===== src/rtl/adc_conversion_sequencer.sv =====
// Periodic start/wait/read sequencer for an ADC0804-style converter.
// Publishes each raw 8-bit code plus a boxcar average of 2^AVG_LOG2 codes.
module adc_conversion_sequencer #(
  parameter int unsigned SAMPLE_PERIOD   = 2080,
  parameter int unsigned WR_PULSE_CYCLES = 4,
  parameter int unsigned RD_CYCLES       = 4,
  parameter int unsigned CONV_TIMEOUT    = 255,
  parameter int unsigned AVG_LOG2        = 2
) (
  input  logic       clk,
  input  logic       reset_n,
  input  logic       enable,
  input  logic       clear_err,
  input  logic       intr_n,
  input  logic [7:0] adc_data,
  output logic       CS_n,
  output logic       WR_n,
  output logic       RD_n,
  output logic [7:0] sample,
  output logic       sample_valid,
  output logic [7:0] avg_sample,
  output logic       avg_valid,
  output logic       busy,
  output logic       timeout_err,
  output logic       overrun_err
);
  localparam int unsigned ACC_W = 8 + AVG_LOG2;
  localparam int unsigned CNT_W = AVG_LOG2 + 1;
  localparam logic [15:0] PER_LAST = 16'(SAMPLE_PERIOD - 1);
  localparam logic [15:0] TMO_LAST = 16'(CONV_TIMEOUT - 1);
  localparam logic [3:0]  WR_LAST  = 4'(WR_PULSE_CYCLES - 1);
  localparam logic [3:0]  RD_LAST  = 4'(RD_CYCLES - 1);
  localparam logic [CNT_W-1:0] AVG_N = CNT_W'(1 << AVG_LOG2);

  typedef enum logic [2:0] {S_IDLE, S_START, S_WAIT, S_READ, S_DONE} state_t;

  state_t           state_q, state_d;
  logic             intr_meta_q, intr_s_q;
  logic [15:0]      per_cnt_q, per_cnt_d;
  logic [15:0]      wait_cnt_q, wait_cnt_d;
  logic [3:0]       phase_q, phase_d;
  logic [ACC_W-1:0] acc_q, acc_d, sum;
  logic [CNT_W-1:0] n_q, n_d, n_inc;
  logic [7:0]       sample_q, sample_d, avg_q, avg_d;
  logic             sample_valid_q, sample_valid_d, avg_valid_q, avg_valid_d;
  logic             cs_n_q, wr_n_q, rd_n_q;
  logic             tmo_q, tmo_d, ovr_q, ovr_d;
  logic             tick, timeout_hit;

  always_comb begin
    // NOTE: every signal written here gets a default first, so no path can infer a latch.
    state_d        = state_q;
    wait_cnt_d     = wait_cnt_q;
    phase_d        = phase_q;
    acc_d          = acc_q;
    n_d            = n_q;
    sample_d       = sample_q;
    sample_valid_d = 1'b0;
    avg_d          = avg_q;
    avg_valid_d    = 1'b0;
    timeout_hit    = 1'b0;
    tick           = enable && (per_cnt_q == PER_LAST);
    per_cnt_d      = (!enable || tick) ? 16'd0 : per_cnt_q + 16'd1;
    sum            = acc_q + ACC_W'(adc_data);
    n_inc          = n_q + CNT_W'(1);

    unique case (state_q)
      S_IDLE: begin
        if (!enable) begin
          acc_d = '0;
          n_d   = '0;
        end
        if (tick) begin
          state_d = S_START;
          phase_d = 4'd0;
        end
      end
      S_START: begin
        if (phase_q == WR_LAST) begin
          state_d    = S_WAIT;
          wait_cnt_d = 16'd0;
        end else begin
          phase_d = phase_q + 4'd1;
        end
      end
      // End-of-conversion is checked before the timeout so a coincident INTR wins.
      S_WAIT: begin
        if (!intr_s_q) begin
          state_d = S_READ;
          phase_d = 4'd0;
        end else if (wait_cnt_q == TMO_LAST) begin
          state_d     = S_IDLE;
          timeout_hit = 1'b1;
        end else begin
          wait_cnt_d = wait_cnt_q + 16'd1;
        end
      end
      // Capture and average on the last READ edge so the results appear in DONE.
      S_READ: begin
        if (phase_q == RD_LAST) begin
          state_d        = S_DONE;
          sample_d       = adc_data;
          sample_valid_d = 1'b1;
          if (n_inc == AVG_N) begin
            avg_d       = 8'(sum >> AVG_LOG2);
            avg_valid_d = 1'b1;
            acc_d       = '0;
            n_d         = '0;
          end else begin
            acc_d = sum;
            n_d   = n_inc;
          end
        end else begin
          phase_d = phase_q + 4'd1;
        end
      end
      S_DONE:  state_d = S_IDLE;
      default: state_d = S_IDLE;
    endcase

    tmo_d = timeout_hit | (tmo_q & ~clear_err);
    ovr_d = (tick && (state_q != S_IDLE)) | (ovr_q & ~clear_err);
  end

  always_ff @(posedge clk) begin
    if (!reset_n) begin
      // NOTE: sequential state uses non-blocking assignments so every flop samples pre-edge values.
      state_q        <= S_IDLE;
      intr_meta_q    <= 1'b1;
      intr_s_q       <= 1'b1;
      per_cnt_q      <= 16'd0;
      wait_cnt_q     <= 16'd0;
      phase_q        <= 4'd0;
      acc_q          <= '0;
      n_q            <= '0;
      sample_q       <= 8'd0;
      sample_valid_q <= 1'b0;
      avg_q          <= 8'd0;
      avg_valid_q    <= 1'b0;
      cs_n_q         <= 1'b1;
      wr_n_q         <= 1'b1;
      rd_n_q         <= 1'b1;
      tmo_q          <= 1'b0;
      ovr_q          <= 1'b0;
    end else begin
      state_q        <= state_d;
      intr_meta_q    <= intr_n;
      intr_s_q       <= intr_meta_q;
      per_cnt_q      <= per_cnt_d;
      wait_cnt_q     <= wait_cnt_d;
      phase_q        <= phase_d;
      acc_q          <= acc_d;
      n_q            <= n_d;
      sample_q       <= sample_d;
      sample_valid_q <= sample_valid_d;
      avg_q          <= avg_d;
      avg_valid_q    <= avg_valid_d;
      cs_n_q         <= !((state_d == S_START) || (state_d == S_READ));
      wr_n_q         <= (state_d != S_START);
      rd_n_q         <= (state_d != S_READ);
      tmo_q          <= tmo_d;
      ovr_q          <= ovr_d;
    end
  end

  assign CS_n         = cs_n_q;
  assign WR_n         = wr_n_q;
  assign RD_n         = rd_n_q;
  assign sample       = sample_q;
  assign sample_valid = sample_valid_q;
  assign avg_sample   = avg_q;
  assign avg_valid    = avg_valid_q;
  assign busy         = (state_q != S_IDLE);
  assign timeout_err  = tmo_q;
  assign overrun_err  = ovr_q;
endmodule

===== config.mk =====
export PLATFORM = sky130hd
export DESIGN_NAME = adc_conversion_sequencer
export DESIGN_NICKNAME = d
export VERILOG_FILES = /design/src/rtl/adc_conversion_sequencer.sv
export SDC_FILE = /design/constraint.sdc
export NUM_CORES = 1
export LEC_CHECK = 0
export BUFFER_PORTS_ARGS = -buffer_cell sky130_fd_sc_hd__buf_2
export CAP_MARGIN = 20
export CORE_ASPECT_RATIO = 0.7
export CORE_MARGIN = 4
export CORE_UTILIZATION = 30
export CTS_CLUSTER_DIAMETER = 50
export DETAILED_ROUTE_END_ITERATION = 7
export PLACE_DENSITY = 0.57
export SLEW_MARGIN = 10
export SYNTH_ARGS = -nofsm -noshare
export SYNTH_HDL_FRONTEND = slang
export SYNTH_SLANG_ARGS = --single-unit

===== constraint.sdc =====
create_clock -name clk -period 6.1 [get_ports clk]
set_input_delay 1.525 -clock clk [delete_from_list [all_inputs] [get_ports clk]]
set_output_delay 1.525 -clock clk [all_outputs]
set_load 0.05 [all_outputs]

==> key figures <==
Global route
  • Number of global-route vias before repair: 2960
  • First-pass GRT wire length: 14600 microns
  • Largest net degree at the start of global routing: 33
  • Gr usage total: 12.7%
  • Initial antenna violation count: 0
  • GR Overflow Total: 0

Synth
  • Synth warnings: 0
  • Post-synth top flop: dfxtp_1
  • Post-synth EDFFs: 0
  • FFs w/ async S/R, synth: 0%
  • Area contributors post-synth: dfxtp_1, nor2_1, nand2_1, ha_1, xor2_1
  • Synthesized area per cell: 8.44 sq um
  • Seq/Total Area, Yosys: 41.7%
  • Flops & latches, synth: 77
  • Synth Net Count: 466
  • Top-count cell post-synth: dfxtp_1
  • Top cell type by total area after synthesis: dfxtp_1
  • Synthesized instance count: 438
  • Synthesized area: 3700 sq um
  • Share of the synthesized area in the top cell type: 41.7%
  • Yosys cell types: 59
  • Post-synth top cells: dfxtp_1, nor2_1, nand2_1

Worst setup path
  • Crit-path max FO: 32
  • Setup crit end kind: flip-flop
  • Setup crit end: wait_cnt_q[3]
  • Reg2reg end: acc_q[9]
  • Worst reg2reg setup slack: 3.43 ns
  • CP Data Arrival Time: 3.76 ns
  • Crit path required time: 6.38 ns
  • Setup crit start: reset_n
  • Worst flop-to-flop path startpoint: phase_q[0]
  • R2R cell count: 7
  • CP Launch Type: input port
  • Crit Path Category: in2reg

Routing
  • DR top layer: met4
  • WL final: 8770 microns
  • Met2 routed wirelength: 3570 microns
  • Via count: 3207
  • WL met3: 403 microns
  • DR iter-0 viols: 200
  • Post-route ant nets: 0
  • Routed length per instance: 13.8 microns
  • DRC: 0
  • DR pass1 iterations: 5
  • Vias per cell: 5.06
  • M1 WL: 4720 microns

Floorplanning
  • Initial Util: 31.1%
  • Die X: 141 microns
  • Die H: 101 microns
  • Core Region: 11900 sq um
  • Io pins: 37
  • Site Rows: 33
  • Die area: 14200 sq um

Clock network
  • CTS tree: built
  • Maximum clock insertion buffer count: 2
  • CTS Buf Count: 9
  • Clock root cell: clkbuf_16
  • CTS-repair resized insts: 0
  • Clock sink total: 77
  • CTS H-Tree Depth: 3
  • Reg clk slew, reported paths: 0.06 ns
  • Number of setup buffers added after CTS: 0
  • Hold-fix buffers, CTS: 0
  • Clock latency on the worst-skew pair: 0.34 ns

STA
  • Layout Skew: 0.00976 ns
  • Final setup violation count: 0
  • Final worst slack: 2.61 ns
  • Max-slew headroom: 31.6%
  • Min Tclk post-route: 3.49 ns
  • Setup TNS: 0 ns
  • Slew Viols, Final: 0
  • Max Clock Freq: 287 MHz
  • Actual slew at the worst max-slew pin: 1.02 ns
  • Unrepaired setup endpoints after global routing: no
  • Fin crit share: 57.1%
  • Final hold violations: 0

Final layout
  • Layout cells sized above 1: 13.8%
  • Layout Cells excl Fill: 634
  • Final Net Count: 500
  • Fillcell total: 1229
  • Syn-to-layout area delta: 17.5%
  • Ant diodes: 0

Power and ir drop
  • Leak pwr: 1.63 nW
  • Worst vdd ir: 0.155 mV
  • Pwr dens: 259 nW/um^2

Placed design
  • Hpwl dp: 6370 microns
  • Placer Congestion: 0.855
  • Pre-CTS WS: 2.30 ns
  • Port Buf Inserts: 36
  • Placed cell count: 618

Status
  • Status: finished, final reports clean

Hold path
  • HP Class: reg2reg

Flow run
  • MaxCap Viol Count: 0
==> cell families after synthesis <==
logic type               Yosys count  synth area share [%]
AND/OR/NAND/NOR                  208                  28.6
multiplexers                       2                 0.575
XOR/XNOR                          25                  5.92
adder cells (fa/ha/maj)           15                  5.28
AO/OA/AOI/OAI                     87                  14.9
buffers and inverters             24                  3.01
flip-flops                        77                  41.7
==> worst max-delay path: stages <==
cell and delay (ns):
buf_2 0.45, clkinv_1 0.78, a31oi_1 0.61, nand2_1 0.11
a31oi_1 0.16, a41o_2 0.13
==> placed cells by master, fill, tap and decap left out, types with 9 or more instances in the layout <==
cell | Yosys | routed
buf_2 | 3 | 36
nor2_1 | 58 | 58
nand3_1 | 27 | 27
clkbuf_16 | 0 | 9
o21ai_0 | 22 | 22
nor3_1 | 9 | 9
nand2_1 | 48 | 48
dfxtp_1 | 77 | 77
nand4_1 | 15 | 15
a21oi_1 | 26 | 26
ha_1 | 14 | 14
xor2_1 | 17 | 17
==> report_power, final <==
part	switching, mW	internal, mW
registers	0.000822	0.504
logic	0.0212	0.00852
clock network	0.217	0.373
total	0.239	0.885
==> final cells by class <==
cell class                      count  area [sq um]  share of cell area, %
Multi-Input combinational cell    337          2040                   47.1
Sequential cell                    77          1540                   35.5
Clock buffer                       10           239                   5.50
Tap cell                          157           196                   4.52
Timing Repair Buffer               38           195                   4.49
Clock inverter                      6          93.8                   2.16
Inverter                            9          33.8                  0.778
==> worst min path at each step <==
stage | to | from | slack (ns) | cells after the start
6_report | intr_s_q | intr_meta_q | 0.41 | 1
3_3_place_gp | intr_s_q | intr_meta_q | 0.40 | 1
2_1_floorplan | intr_s_q | intr_meta_q | 0.39 | 1
4_1_cts | intr_s_q | intr_meta_q | 0.42 | 1
3_5_place_dp | intr_s_q | intr_meta_q | 0.40 | 1
5_1_grt | intr_s_q | intr_meta_q | 0.45 | 1
==> registers in the layout, indices dropped and copies added, names as in the netlist, 3 cells and up <==
register	count
avg_sample	8
wait_cnt_q	16
phase_q	4
sample	8
state_q	3
acc_q	10
n_q	3
per_cnt_q	16
==> per-layer routing <==
metal / track usage [%] / vias up
met5: 0 / -
met3: 4.31 / 4
met4: 4.10 / 0
met1: 18.5 / 1506
met2: 17.5 / 49
li1: - / 1648
==> through the flow <==
step	hold WS [ns]	power, mW	utilization (%)	instance area (sq um)
2_1_floorplan	0.386	0.534	-	3700
3_3_place_gp	0.397	0.545	33.7	4010
3_5_place_dp	0.400	0.546	33.7	4010
4_1_cts	0.417	1.14	36.5	4340
5_1_grt	0.451	1.16	36.5	4340
6_report	0.410	1.12	36.5	4340
Power figures use the tool's default switching activity.
